**config.mk**
```make
export PLATFORM = sky130hd
export DESIGN_NAME = aclk_lcd_frame_driver
export DESIGN_NICKNAME = d
export VERILOG_FILES = /design/src/rtl/aclk_lcd_frame_driver.sv
export SDC_FILE = /design/constraint.sdc
export NUM_CORES = 1
export LEC_CHECK = 0
export ABC_AREA = 1
export ABC_CLOCK_PERIOD_IN_PS = 3100
export CAP_MARGIN = 20
export CELL_PAD_IN_SITES_DETAIL_PLACEMENT = 1
export CELL_PAD_IN_SITES_GLOBAL_PLACEMENT = 1
export CORE_ASPECT_RATIO = 0.9
export CORE_UTILIZATION = 41
export CTS_CLUSTER_DIAMETER = 120
export DETAILED_ROUTE_END_ITERATION = 8
export PLACE_DENSITY = 0.83
export SYNTH_ARGS = -nofsm -noshare
export SYNTH_HDL_FRONTEND = slang
export SYNTH_SLANG_ARGS = --single-unit
```
**constraint.sdc**
```tcl
create_clock -name clk -period 3.1 [get_ports clk]
set_input_delay 0.62 -clock clk [delete_from_list [all_inputs] [get_ports clk]]
set_output_delay 0.62 -clock clk [all_outputs]
set_load 0.005 [all_outputs]
```
**src/rtl/aclk_lcd_frame_driver.sv**
```systemverilog
// Alarm-clock LCD frame driver: snapshots the selected multi-digit BCD value and streams it
// MSD-first as ASCII over valid/ready. A separate edge-triggered alarm runs beside it.
module aclk_lcd_frame_driver #(
  parameter int NUM_DIGITS   = 4,
  parameter int FRAME_GAP    = 16,
  parameter int ALARM_CYCLES = 1024,
  parameter int CNT_W        = 16
) (
  input  logic                    clk,
  input  logic                    reset,
  input  logic [4*NUM_DIGITS-1:0] alarm_time,
  input  logic [4*NUM_DIGITS-1:0] current_time,
  input  logic [4*NUM_DIGITS-1:0] key_buffer,
  input  logic                    show_alarm,
  input  logic                    show_new_time,
  input  logic                    alarm_en,
  input  logic                    alarm_off,
  input  logic                    lcd_ready,
  output logic                    lcd_valid,
  output logic [7:0]              lcd_data,
  output logic                    lcd_first,
  output logic                    sound_alarm
);

  localparam int IDX_W = (NUM_DIGITS > 1) ? $clog2(NUM_DIGITS) : 1;

  localparam logic [1:0] ST_GAP  = 2'd0;
  localparam logic [1:0] ST_LOAD = 2'd1;
  localparam logic [1:0] ST_SEND = 2'd2;

  logic [1:0]              r_state;
  logic [CNT_W-1:0]        r_gapCnt;
  logic                    r_fastStart;
  logic [IDX_W-1:0]        r_idx;
  logic [4*NUM_DIGITS-1:0] r_frame;
  logic                    r_valid;
  logic [7:0]              r_data;
  logic                    r_first;

  logic                    r_match;
  logic                    r_matchQ;
  logic                    r_sound;
  logic [CNT_W-1:0]        r_alarmCnt;

  logic [4*NUM_DIGITS-1:0] w_src;
  logic [IDX_W-1:0]        w_nextIdx;
  logic [3:0]              w_nextDigit;
  logic [3:0]              w_msDigit;
  logic                    w_trigger;
  logic                    w_clear;

  function automatic logic [7:0] decodeDigit(input logic [3:0] d);
    return (d <= 4'd9) ? {4'h3, d} : 8'h3A;
  endfunction

  always_comb begin
    w_src = current_time;
    if (show_new_time)
      w_src = key_buffer;
    else if (show_alarm)
      w_src = alarm_time;
  end

  assign w_nextIdx   = r_idx - 1'b1;
  assign w_nextDigit = r_frame[w_nextIdx*4 +: 4];
  assign w_msDigit   = w_src[4*(NUM_DIGITS-1) +: 4];

  // r_fastStart skips the gap once after reset so the first frame loads immediately.
  always_ff @(posedge clk or posedge reset) begin
    if (reset) begin
      r_state     <= ST_GAP;
      r_gapCnt    <= '0;
      r_fastStart <= 1'b1;
      r_idx       <= '0;
      r_frame     <= '0;
      r_valid     <= 1'b0;
      r_data      <= 8'h00;
      r_first     <= 1'b0;
    end else begin
      case (r_state)
        ST_GAP: begin
          if (r_fastStart || (r_gapCnt == CNT_W'(FRAME_GAP - 1))) begin
            r_state     <= ST_LOAD;
            r_gapCnt    <= '0;
            r_fastStart <= 1'b0;
          end else begin
            r_gapCnt <= r_gapCnt + 1'b1;
          end
        end
        ST_LOAD: begin
          r_frame <= w_src;
          r_idx   <= IDX_W'(NUM_DIGITS - 1);
          r_valid <= 1'b1;
          r_data  <= decodeDigit(w_msDigit);
          r_first <= 1'b1;
          r_state <= ST_SEND;
        end
        ST_SEND: begin
          if (lcd_ready) begin
            r_first <= 1'b0;
            if (r_idx == '0) begin
              r_valid <= 1'b0;
              r_state <= ST_GAP;
            end else begin
              r_idx  <= w_nextIdx;
              r_data <= decodeDigit(w_nextDigit);
            end
          end
        end
        default: begin
          r_state <= ST_GAP;
          r_valid <= 1'b0;
          r_first <= 1'b0;
        end
      endcase
    end
  end

  assign w_trigger = r_match && !r_matchQ;
  assign w_clear   = (r_sound && (r_alarmCnt == CNT_W'(ALARM_CYCLES - 1))) || alarm_off || !alarm_en;

  // Clearing wins over a simultaneous trigger; a persisting match never retriggers.
  always_ff @(posedge clk or posedge reset) begin
    if (reset) begin
      r_match    <= 1'b0;
      r_matchQ   <= 1'b0;
      r_sound    <= 1'b0;
      r_alarmCnt <= '0;
    end else begin
      r_match  <= alarm_en && (current_time == alarm_time);
      r_matchQ <= r_match;
      if (w_clear) begin
        r_sound    <= 1'b0;
        r_alarmCnt <= '0;
      end else if (w_trigger) begin
        r_sound    <= 1'b1;
        r_alarmCnt <= '0;
      end else if (r_sound) begin
        r_alarmCnt <= r_alarmCnt + 1'b1;
      end
    end
  end

  assign lcd_valid   = r_valid;
  assign lcd_data    = r_data;
  assign lcd_first   = r_first;
  assign sound_alarm = r_sound;

endmodule

```
==> flow_metrics.py, run 1 <==
metrics = {
    "setup_path": {
        "crit_path_frequent_cell": "nand2_1",
        "cp_slowest_stage_delay_ns": 0.58,
        "cp.required_ns": 3.37,
        "end_kind": "register",
        "worst-path-max-fanout": 11,
        "slowest_stage": "dfrtp_1",
        "critPathLaunchType": "register",
        "crit_chain": "clkinv_1, ha_1, inv_1, o211ai_1, nand3_1, o21ai_0, nand2_1, nand2_1",
        "cpLargestDelayFamily": "flip-flops",
        "critPathBufInv": 2,
        "crit_type": "reg -> reg",
        "arrival_ns": 2.46,
        "r2r_setup_slack_ns": 0.92,
    },
    "clock_network": {
        "cts_sinks": 63,
        "clock_latency_ns": 0.34,
        "root_buffer": "clkbuf_8",
        "cts_buffer_depth": 2,
        "cts_hold_buf": 0,
        "ctsResizeCount": 0,
        "cts.clk_slew.worst_paths_ns": 0.07,
        "cts_made_buffers": 9,
        "cts_setup_buffers": 0,
        "cts_tree": "built",
        "cts_htree_levels": 3,
    },
    "yosys": {
        "synthDistinctLibCells": 37,
        "ys_ff_latch": 63,
        "synth_area_leaders": "dfrtp_1 40%, nand2_1 16%, nor2_1 7.6%, inv_1 5.4%, nand3_1 5.2%",
        "netlist_instances": 558,
        "synth_top_area_share_pct": 40.1,
        "syn_area_per_cell_um2": 6.94,
        "synth_edf_count": 0,
        "ys.warnings.count": 0,
        "syn_area_um2": 3870,
        "synth_seq_area_share_pct": 40.7,
        "ys_top_cells_by_count": "164 x nand2_1, 78 x nor2_1, 62 x dfrtp_1",
        "yosys.area.top_type": "dfrtp_1",
        "async_reset_ff_share_pct": 100,
        "synthFlopType": "dfrtp_1",
        "synth.most_common_cell": "nand2_1",
    },
    "global_routing": {
        "grt_max_degree": 45,
        "antenna_found_initial": 0,
        "overflow": 0,
        "grt_pass1_vias": 3975,
        "grt_pass1_wl_mm": 18.9,
        "grt_usage_pct": 24.5,
    },
    "pwr": {
        "p_per_area_nw_per_um2": 567,
        "irDropWorstVdd_mv": 0.386,
        "p_leak_nw": 2.26,
    },
    "routing": {
        "drc": 0,
        "postRouteAntennaNets": 0,
        "drtPass1Iterations": 4,
        "drt_iter0_drc": 95,
        "wirelength_mm": 11.2,
        "vias": 3797,
        "drt-wirelength-per-cell_um": 14.9,
        "viasPerCell": 5.08,
    },
    "cells_and_area": {
        "nNetsFinal": 679,
        "finalInstanceArea_um2": 4780,
        "fill_cells": 1208,
        "multi_input_area_um2": 1980,
        "antennaDiodeCount": 0,
        "final_cells": 748,
        "areaGrowthSynthToFinish_pct": 23.5,
        "seq_area_um2": 1580,
        "drive_above_1_share_pct": 7.19,
    },
    "floorplanning": {
        "fp-row-count": 33,
        "die_h_um": 94.2,
        "ioPinCount": 66,
        "core-area_um2": 9130,
        "initial_core_util_pct": 42.4,
        "die-area_um2": 9840,
        "die_w_um": 104,
    },
    "placement": {
        "gp_congestion": 0.813,
        "dpl.cell_count": 732,
        "detailed_place_hpwl_mm": 8.62,
        "port_buffers": 63,
        "placedInstanceArea_um2": 4620,
    },
    "sta": {
        "skew_ns": 0.0178,
        "hold_viol": 0,
        "fmax_mhz": 459,
        "slew_viol_final": 0,
        "setup_viol": 0,
        "fin_crit_sh_pct": 70.3,
        "hold_ws_ns": 0.379,
        "min_period_ns": 2.18,
        "rsz0062_at_grt": "false",
        "fin_setup_tns_ns": 0,
        "slew_headroom_pct": 47.0,
        "tightest_slew_ns": 0.792,
    },
    "worst_hold_path": {
        "min-delay-path-class": "reg -> reg",
    },
    "status": {
        "status": "finished, final reports clean",
    },
    "run": {
        "max_cap_viol_count": 0,
    },
}
cell usage in the layout, fill, tap and decap left out, drive strengths merged, types with 11 or more instances in the layout:
cell             n
nor3            16
o21ai           34
dfrtp           62
clkdlybuf4s50   63
nand2          168
nand4           11
clkbuf          12
a21oi           24
inv             59
nor2            86
nand3           41
final cells by class:
type                            instances  share of cell area, %
Inverter                               60                   4.71
Multi-Input combinational cell        419                   41.4
Tap cell                              122                   3.19
Clock buffer                           12                   3.03
Clock inverter                          4                  0.471
Sequential cell                        63                   33.0
Timing Repair Buffer                   68                   14.2
worst register-to-register path, cell delays in order (launching register included):
cell and delay [ns]:
dfrtp_1 0.58, clkinv_1 0.33, ha_1 0.51, inv_1 0.13, o211ai_1 0.14, nand3_1 0.14
o21ai_0 0.18, nand2_1 0.07, nand2_1 0.05
cell families (layout without fill, tap and decap cells):
logic type                 Yosys count  after routing  synth area share, %
AOI/OAI and AO/OA                   71             71                 9.98
xor gates and xnor gates            14             14                 3.17
adders and majority gates            3              3                0.969
buffers and inverters               77            144                 8.24
DFF                                 63             63                 40.7
other                                1              2               0.0968
and+or+nand+nor                    329            329                 36.8
metal layers:
layer / up-vias / part of all wire [%] / GRT usage (%)
met5: - / 0 / 0
met4: 0 / 1.5 / 8.33
met3: 14 / 3.3 / 4.85
met2: 60 / 51 / 44.3
met1: 1827 / 44 / 28.9
li1: 1896 / - / -
path summary, 6_finish.rpt:
path / startpoint / end / depth (start not counted)
worst min register to register: r_match / r_matchQ / 0
worst max register to register: r_idx[0] / lcd_data[2] / 8
worst max-delay path: r_idx[0] / lcd_data[2] / 8
min in group asynchronous: reset / r_alarmCnt[15] / 2
max in group asynchronous: reset / r_fastStart / 3
worst min-delay path: r_match / r_matchQ / 0
where the power goes:
| part | leakage (nW) | switching (mW) | internal, mW |
|---|---|---|---|
| Combinational | 1.40 | 0.558 | 0.371 |
| Clock | 0.0861 | 0.332 | 0.309 |
| Sequential | 0.771 | 0.137 | 1.00 |
| Total | 2.26 | 1.03 | 1.68 |
stage by stage:
| stage | setup WS (ns) | power (mW) | util (%) |
|---|---|---|---|
| after floorplan | 0.912 | 1.73 | - |
| after global placement | 0.713 | 2.04 | 50.6 |
| after detailed placement | 0.664 | 2.08 | 50.6 |
| after CTS | 0.885 | 2.75 | 52.4 |
| after global routing | 0.662 | 2.92 | 52.4 |
| final | 0.920 | 2.71 | 52.4 |
sequential cells by signal (all words and copies together), names as in the netlist, 2 cells and up:
signal / count
lcd_data: 5
r_alarmCnt: 16
r_state: 2
r_idx: 2
r_frame: 16
r_gapCnt: 16
Power figures use the tool's default switching activity.
==> inputs of run 2 (changes only) <==
--- a/config.mk
+++ b/config.mk
@@ -6,15 +6,15 @@
 export NUM_CORES = 1
 export LEC_CHECK = 0
 export ABC_AREA = 1
-export ABC_CLOCK_PERIOD_IN_PS = 3100
+export ABC_CLOCK_PERIOD_IN_PS = 2000
 export CAP_MARGIN = 20
 export CELL_PAD_IN_SITES_DETAIL_PLACEMENT = 1
 export CELL_PAD_IN_SITES_GLOBAL_PLACEMENT = 1
 export CORE_ASPECT_RATIO = 0.9
-export CORE_UTILIZATION = 41
+export CORE_UTILIZATION = 34
 export CTS_CLUSTER_DIAMETER = 120
 export DETAILED_ROUTE_END_ITERATION = 8
-export PLACE_DENSITY = 0.83
+export PLACE_DENSITY = 0.73
 export SYNTH_ARGS = -nofsm -noshare
 export SYNTH_HDL_FRONTEND = slang
 export SYNTH_SLANG_ARGS = --single-unit
==> constraint.sdc (replaced) <==
create_clock -name clk -period 2 [get_ports clk]
set_input_delay 0.4 -clock clk [delete_from_list [all_inputs] [get_ports clk]]
set_output_delay 0.4 -clock clk [all_outputs]
set_load 0.005 [all_outputs]
==> flow_metrics.py, run 2 (synthesis gave the netlist of run 1 again) <==
metrics = {
    "routing": {
        "postRouteAntennaNets": 0,
        "drc": 0,
        "drt_iter0_drc": 99,
        "drt-wirelength-per-cell_um": 14.6,
        "wirelength_mm": 11.5,
        "dr.max_layer_used": "met4",
        "viasPerCell": 4.86,
        "wl_met1_mm": 5.15,
        "met2RoutedLength_mm": 5.69,
        "vias": 3831,
        "wl_met3_um": 477,
        "drtPass1Iterations": 4,
    },
    "run": {
        "max_cap_viol_count": 0,
    },
    "placement": {
        "detailed_place_hpwl_mm": 8.78,
        "gp_congestion": 0.839,
        "pre_cts_slack_ns": 0.130,
        "placedInstanceArea_um2": 4730,
        "port_buffers": 63,
    },
    "sta": {
        "fin_crit_sh_pct": 92.3,
        "hold_viol": 0,
        "setup_viol": 0,
        "fin_setup_tns_ns": 0,
        "fmax_mhz": 542,
        "final.setup.worst_slack_ns": 0.154,
        "min_period_ns": 1.85,
        "skew_ns": 0.00689,
        "slew_viol_final": 0,
        "hold_ws_ns": 0.431,
        "rsz0062_at_grt": "false",
    },
    "setup_path": {
        "cp_slowest_stage_delay_ns": 0.49,
        "crit_type": "reg -> out",
        "r2r_setup_slack_ns": 0.30,
        "critPathLaunchType": "register",
        "r2r_end": "r_gapCnt[11]",
        "arrival_ns": 1.45,
        "end_kind": "output port",
        "slowest_stage": "clkdlybuf4s50_1",
        "crit_chain": "buf_4, clkdlybuf4s50_1",
        "worst-path-max-fanout": 6,
        "reg2reg_from": "r_state[1]",
        "worstRegToRegCells": 8,
        "cp.required_ns": 1.60,
    },
    "global_routing": {
        "overflow": 0,
        "grt_pass1_wl_mm": 19.5,
        "antenna_found_initial": 0,
        "grt_pass1_vias": 4056,
        "grt_usage_pct": 21.5,
        "grt_max_degree": 64,
    },
    "floorplanning": {
        "fp-row-count": 36,
        "die_h_um": 103,
        "ioPinCount": 66,
        "die-area_um2": 11800,
        "die_w_um": 114,
        "initial_core_util_pct": 35.4,
        "core-area_um2": 10900,
    },
    "pwr": {
        "p_clk_share_pct": 33.9,
        "swShare_pct": 33.9,
        "pwr-share-seq_pct": 35.5,
        "p_int_mw": 3.27,
        "p_per_area_nw_per_um2": 982,
        "irDropWorstVdd_mv": 0.578,
        "p_switching_mw": 1.67,
        "combPwrFrac_pct": 30.6,
        "p_total_mw": 4.94,
        "p_leak_nw": 2.38,
    },
    "status": {
        "status": "finished, final reports clean",
    },
    "clock_network": {
        "cts_made_buffers": 9,
        "cts_buffer_depth": 2,
        "cts_htree_levels": 3,
        "cts_sinks": 63,
        "cts.clk_slew.worst_paths_ns": 0.06,
        "root_buffer": "clkbuf_16",
        "clock_latency_ns": 0.34,
        "cts_tree": "built",
        "cts_setup_buffers": 0,
        "cts_hold_buf": 0,
        "ctsResizeCount": 0,
    },
    "cells_and_area": {
        "drive_above_1_share_pct": 8.49,
        "finalInstanceArea_um2": 5030,
        "reg_top3": "r_alarmCnt (16), r_frame (16), r_gapCnt (16)",
        "areaGrowthSynthToFinish_pct": 30.0,
        "fill_cells": 1390,
        "nNetsFinal": 689,
        "antennaDiodeCount": 0,
        "final_common_cell": "nand2_1",
        "final_cell_mix": "164 x nand2_1, 78 x nor2_1, 63 x clkdlybuf4s50_1",
    },
    "worst_hold_path": {
        "min-delay-path-class": "reg -> reg",
        "whs_path_depth": 0,
        "hp-start": "r_match",
        "min_to": "r_matchQ",
    },
}
[run 2: cell type report]
type	instances	area, um^2	share of cell area, %
multi-input combinational	419	1980	39.3
sequential	63	1580	31.3
timing repair buffer	78	756	15.0
clock buffer	12	236	4.70
inverter	60	225	4.47
tap	152	190	3.78
clock inverter	4	70.1	1.39
[run 2: through the flow]
stage,util [%],instances
6_report,46.0,788
5_1_grt,46.0,788
4_1_cts,46.0,788
3_5_place_dp,43.2,772
3_3_place_gp,43.2,772
2_1_floorplan,-,559
[run 2: routing by layer]
layer,up-vias,global-route usage (%)
li1,1921,-
met1,1833,25.1
met2,61,38.6
met3,16,5.59
met4,0,7.29
met5,-,0
[run 2: critical path, delay by kind of cell, from the launching register on]
family,cells,cell delay (ns)
buf+inv,2,0.66
flops,1,0.45
[run 2: how the worst max path moves through the flow]
| stage | endpoint | slack (ns) | from | cells after the start |
|---|---|---|---|---|
| after floorplan | lcd_data[0] | 0.03 | reset | 1 |
| after global placement | lcd_data[0] | 0.16 | show_alarm | 11 |
| after detailed placement | lcd_data[0] | 0.13 | show_alarm | 11 |
| after CTS | sound_alarm | 0.15 | sound_alarm | 2 |
| after global routing | sound_alarm | 0.1 | sound_alarm | 2 |
| final | sound_alarm | 0.15 | sound_alarm | 2 |
[run 2: power groups by stage]
stage / sequential [mW] / combinational, mW / clock [mW]
floorplan: 1.71 / 0.968 / 0
global placement: 1.76 / 1.48 / 0
detailed placement: 1.77 / 1.53 / 0
CTS: 1.76 / 1.54 / 1.71
global route: 1.80 / 1.74 / 1.76
finish: 1.76 / 1.51 / 1.68
==> inputs of run 3 (changes only) <==
==> config.mk (replaced) <==
export PLATFORM = sky130hd
export DESIGN_NAME = aclk_lcd_frame_driver
export DESIGN_NICKNAME = d
export VERILOG_FILES = /design/src/rtl/aclk_lcd_frame_driver.sv
export SDC_FILE = /design/constraint.sdc
export NUM_CORES = 1
export LEC_CHECK = 0
export ABC_CLOCK_PERIOD_IN_PS = 1800
export CAP_MARGIN = 20
export CELL_PAD_IN_SITES_DETAIL_PLACEMENT = 1
export CELL_PAD_IN_SITES_GLOBAL_PLACEMENT = 1
export CORE_ASPECT_RATIO = 0.9
export CORE_UTILIZATION = 41
export CTS_BUF_LIST = sky130_fd_sc_hd__clkbuf_4
export CTS_CLUSTER_DIAMETER = 120
export DETAILED_ROUTE_END_ITERATION = 8
export PLACE_DENSITY = 0.79
export SYNTH_ARGS = -nofsm -noshare
export SYNTH_HDL_FRONTEND = slang
export SYNTH_SLANG_ARGS = --single-unit
==> constraint.sdc (replaced) <==
create_clock -name clk -period 1.8 [get_ports clk]
set_input_delay 0.36 -clock clk [delete_from_list [all_inputs] [get_ports clk]]
set_output_delay 0.36 -clock clk [all_outputs]
set_load 0.005 [all_outputs]
==> flow_metrics.py, run 3 <==
metrics = {
    "pwr": {
        "irDropWorstVdd_mv": 0.649,
        "p_per_area_nw_per_um2": 959,
        "p_clk_share_pct": 18.2,
        "combPwrFrac_pct": 37.2,
        "swShare_pct": 33.8,
        "p_int_mw": 2.97,
        "p_leak_nw": 1.96,
        "pwr-share-seq_pct": 44.6,
        "p_switching_mw": 1.52,
    },
    "cells_and_area": {
        "fin_util_pct": 56.9,
        "nNetsFinal": 527,
        "fill_cells": 941,
        "final_cell_mix": "62 x clkdlybuf4s50_1, 61 x dfrtp_1, 40 x nand2_1",
        "drive_above_1_share_pct": 15.4,
        "antennaDiodeCount": 0,
        "areaGrowthSynthToFinish_pct": 31.8,
        "final_cells": 588,
        "final_common_cell": "clkdlybuf4s50_1",
        "reg_top3": "r_alarmCnt (16), r_frame (16), r_gapCnt (16)",
    },
    "sta": {
        "min_period_ns": 1.92,
        "setup_viol": 4,
        "final.setup.worst_slack_ns": -0.117,
        "hold_ws_ns": 0.228,
        "fin_crit_sh_pct": 106,
        "rsz0062_at_grt": "true",
        "hold_viol": 0,
        "fmax_mhz": 522,
        "fin_setup_tns_ns": -0.250,
        "slew_viol_final": 0,
        "skew_ns": 0.00926,
    },
    "floorplanning": {
        "initial_core_util_pct": 43.2,
        "ioPinCount": 66,
        "core-area_um2": 8220,
        "die_w_um": 100,
        "die-area_um2": 9040,
        "die_h_um": 90.3,
        "fp-row-count": 31,
    },
    "routing": {
        "drtPass1Iterations": 4,
        "drc": 0,
        "drt_iter0_drc": 116,
        "wirelength_mm": 9.91,
        "postRouteAntennaNets": 0,
        "viasPerCell": 5.45,
        "vias": 3205,
        "drt-wirelength-per-cell_um": 16.9,
    },
    "worst_hold_path": {
        "min-delay-path-class": "in -> async",
    },
    "global_routing": {
        "grt_pass1_wl_mm": 16.9,
        "grt_util_met1_pct": 29.6,
        "antenna_found_initial": 0,
        "grt.met2_usage_pct": 41.6,
        "grt_pass1_vias": 3375,
        "grt_usage_pct": 24.0,
        "grt_max_degree": 32,
        "grt_use_met3_pct": 5.88,
        "top_usage_layer": "met2",
        "overflow": 0,
    },
    "clock_network": {
        "root_buffer": "clkbuf_4",
        "cts_htree_levels": 3,
        "cts_buffer_depth": 2,
        "cts.clk_slew.worst_paths_ns": 0.10,
        "cts_hold_buf": 0,
        "cts_sinks": 63,
        "clock_latency_ns": 0.40,
        "cts_tree": "built",
        "cts_made_buffers": 9,
    },
    "status": {
        "violations": "negative setup slack",
        "status": "finished, violations left",
    },
    "yosys": {
        "syn_area_per_cell_um2": 9.40,
        "synth_top_area_share_pct": 43.7,
        "netlist_instances": 378,
        "ys.warnings.count": 0,
        "ys_top_cells_by_count": "62 x dfrtp_1, 40 x nand2_1, 33 x nor2_1",
        "synth_seq_area_share_pct": 44.4,
        "synth.most_common_cell": "dfrtp_1",
        "syn_area_um2": 3550,
        "async_reset_ff_share_pct": 100,
        "synthFlopType": "dfrtp_1",
        "yosys.area.top_type": "dfrtp_1",
        "synth_edf_count": 0,
        "synthDistinctLibCells": 50,
        "ys_ff_latch": 63,
        "synth_area_leaders": "dfrtp_1 44%, mux2i_1 4.8%, nand2_1 4.2%, o21ai_0 4.2%, a21oi_1 4.1%",
    },
    "placement": {
        "detailed_place_hpwl_mm": 7.45,
        "dpl.cell_count": 570,
        "gp_congestion": 0.803,
        "port_buffers": 63,
        "pre_cts_slack_ns": -0.283,
    },
    "run": {
        "max_cap_viol_count": 0,
    },
    "setup_path": {
        "startpoint": "r_idx[0]",
        "end_kind": "register",
        "worst-path-max-fanout": 5,
        "critPathLaunchType": "register",
        "arrival_ns": 2.18,
        "reg2reg_from": "r_idx[0]",
        "cp.required_ns": 2.07,
        "crit_type": "reg -> reg",
    },
}
## run 3: cell count changes after synthesis, sizes merged, moves of 9 or more
cell	delta
inv	-51
xor2	+9
nand2	-126
nor2	-53
nand3	-25
nor3	-12
o31ai	+14
or4	+11
mux2i	+17
## run 3: cells by family (layout without fill, tap and decap cells)
logic type	count (synthesis)	after routing	synth area share (%)
other	1	2	0.106
flip-flops	63	63	44.4
AO/OA/AOI/OAI	84	84	13.8
buffers and inverters	28	122	3.70
multiplexers	23	23	7.96
adder cells (fa/ha/maj)	3	3	1.06
XOR/XNOR	29	29	7.15
AND/OR/NAND/NOR	147	147	21.8
## run 3: power groups by stage
stage                     combinational (mW)  sequential, mW  clock [mW]
final                                   1.67            2.00       0.818
after global placement                  1.48            1.98           0
after detailed placement                1.57            2.00           0
after CTS                               1.63            1.99       0.862
after floorplan                        0.926            1.93           0
after global routing                    1.86            2.03       0.923
## run 3: path summary, 6_finish.rpt
path | to | slack (ns) | cells past startpoint
max reg2reg | lcd_data[1] | -0.12 | 6
min reg2reg | r_matchQ | 0.40 | 0
max in group asynchronous | r_frame[6] | 1.11 | 3
min in group clk | r_matchQ | 0.40 | 0
min | r_alarmCnt[9] | 0.23 | 2
max | lcd_data[1] | -0.12 | 6
## run 3: cell type report
cell class	instances	area [um^2]	share of cell area, %
clock inverter	2	8.76	0.187
inverter	8	33.8	0.722
multi-input combinational	288	1890	40.4
clock buffer	13	97.6	2.09
tap	115	144	3.07
timing repair buffer	99	925	19.8
sequential	63	1580	33.7
## run 3: worst max-delay path, cell delays in order (launching register included)
cell,delay [ns]
dfrtp_1,0.36
inv_1,0.08
ha_4,0.32
mux4_2,0.57
a211o_1,0.29
o21ai_1,0.08
a31oi_1,0.07
## run 3: routing by layer
metal  share of wire [%]  up-vias
met4                 1.4        0
met2                  52       51
met1                  43     1594
met5                   0        -
met3                 3.3       11
li1                    -     1549
## run 3: what timing repair did
action,4_1_cts,5_1_grt
gates resized for setup,6,5
gates cloned,0,0
pin swaps,3,3
setup buffers,1,2
endpoints found under the setup margin,5,17
## run 3: stage by stage
step                      instance area [um^2]  power (mW)
final                                     4680        4.49
after global routing                      4680        4.81
after CTS                                 4640        4.48
after detailed placement                  4520        3.56
after global placement                    4520        3.47
after floorplan                           3580        2.85
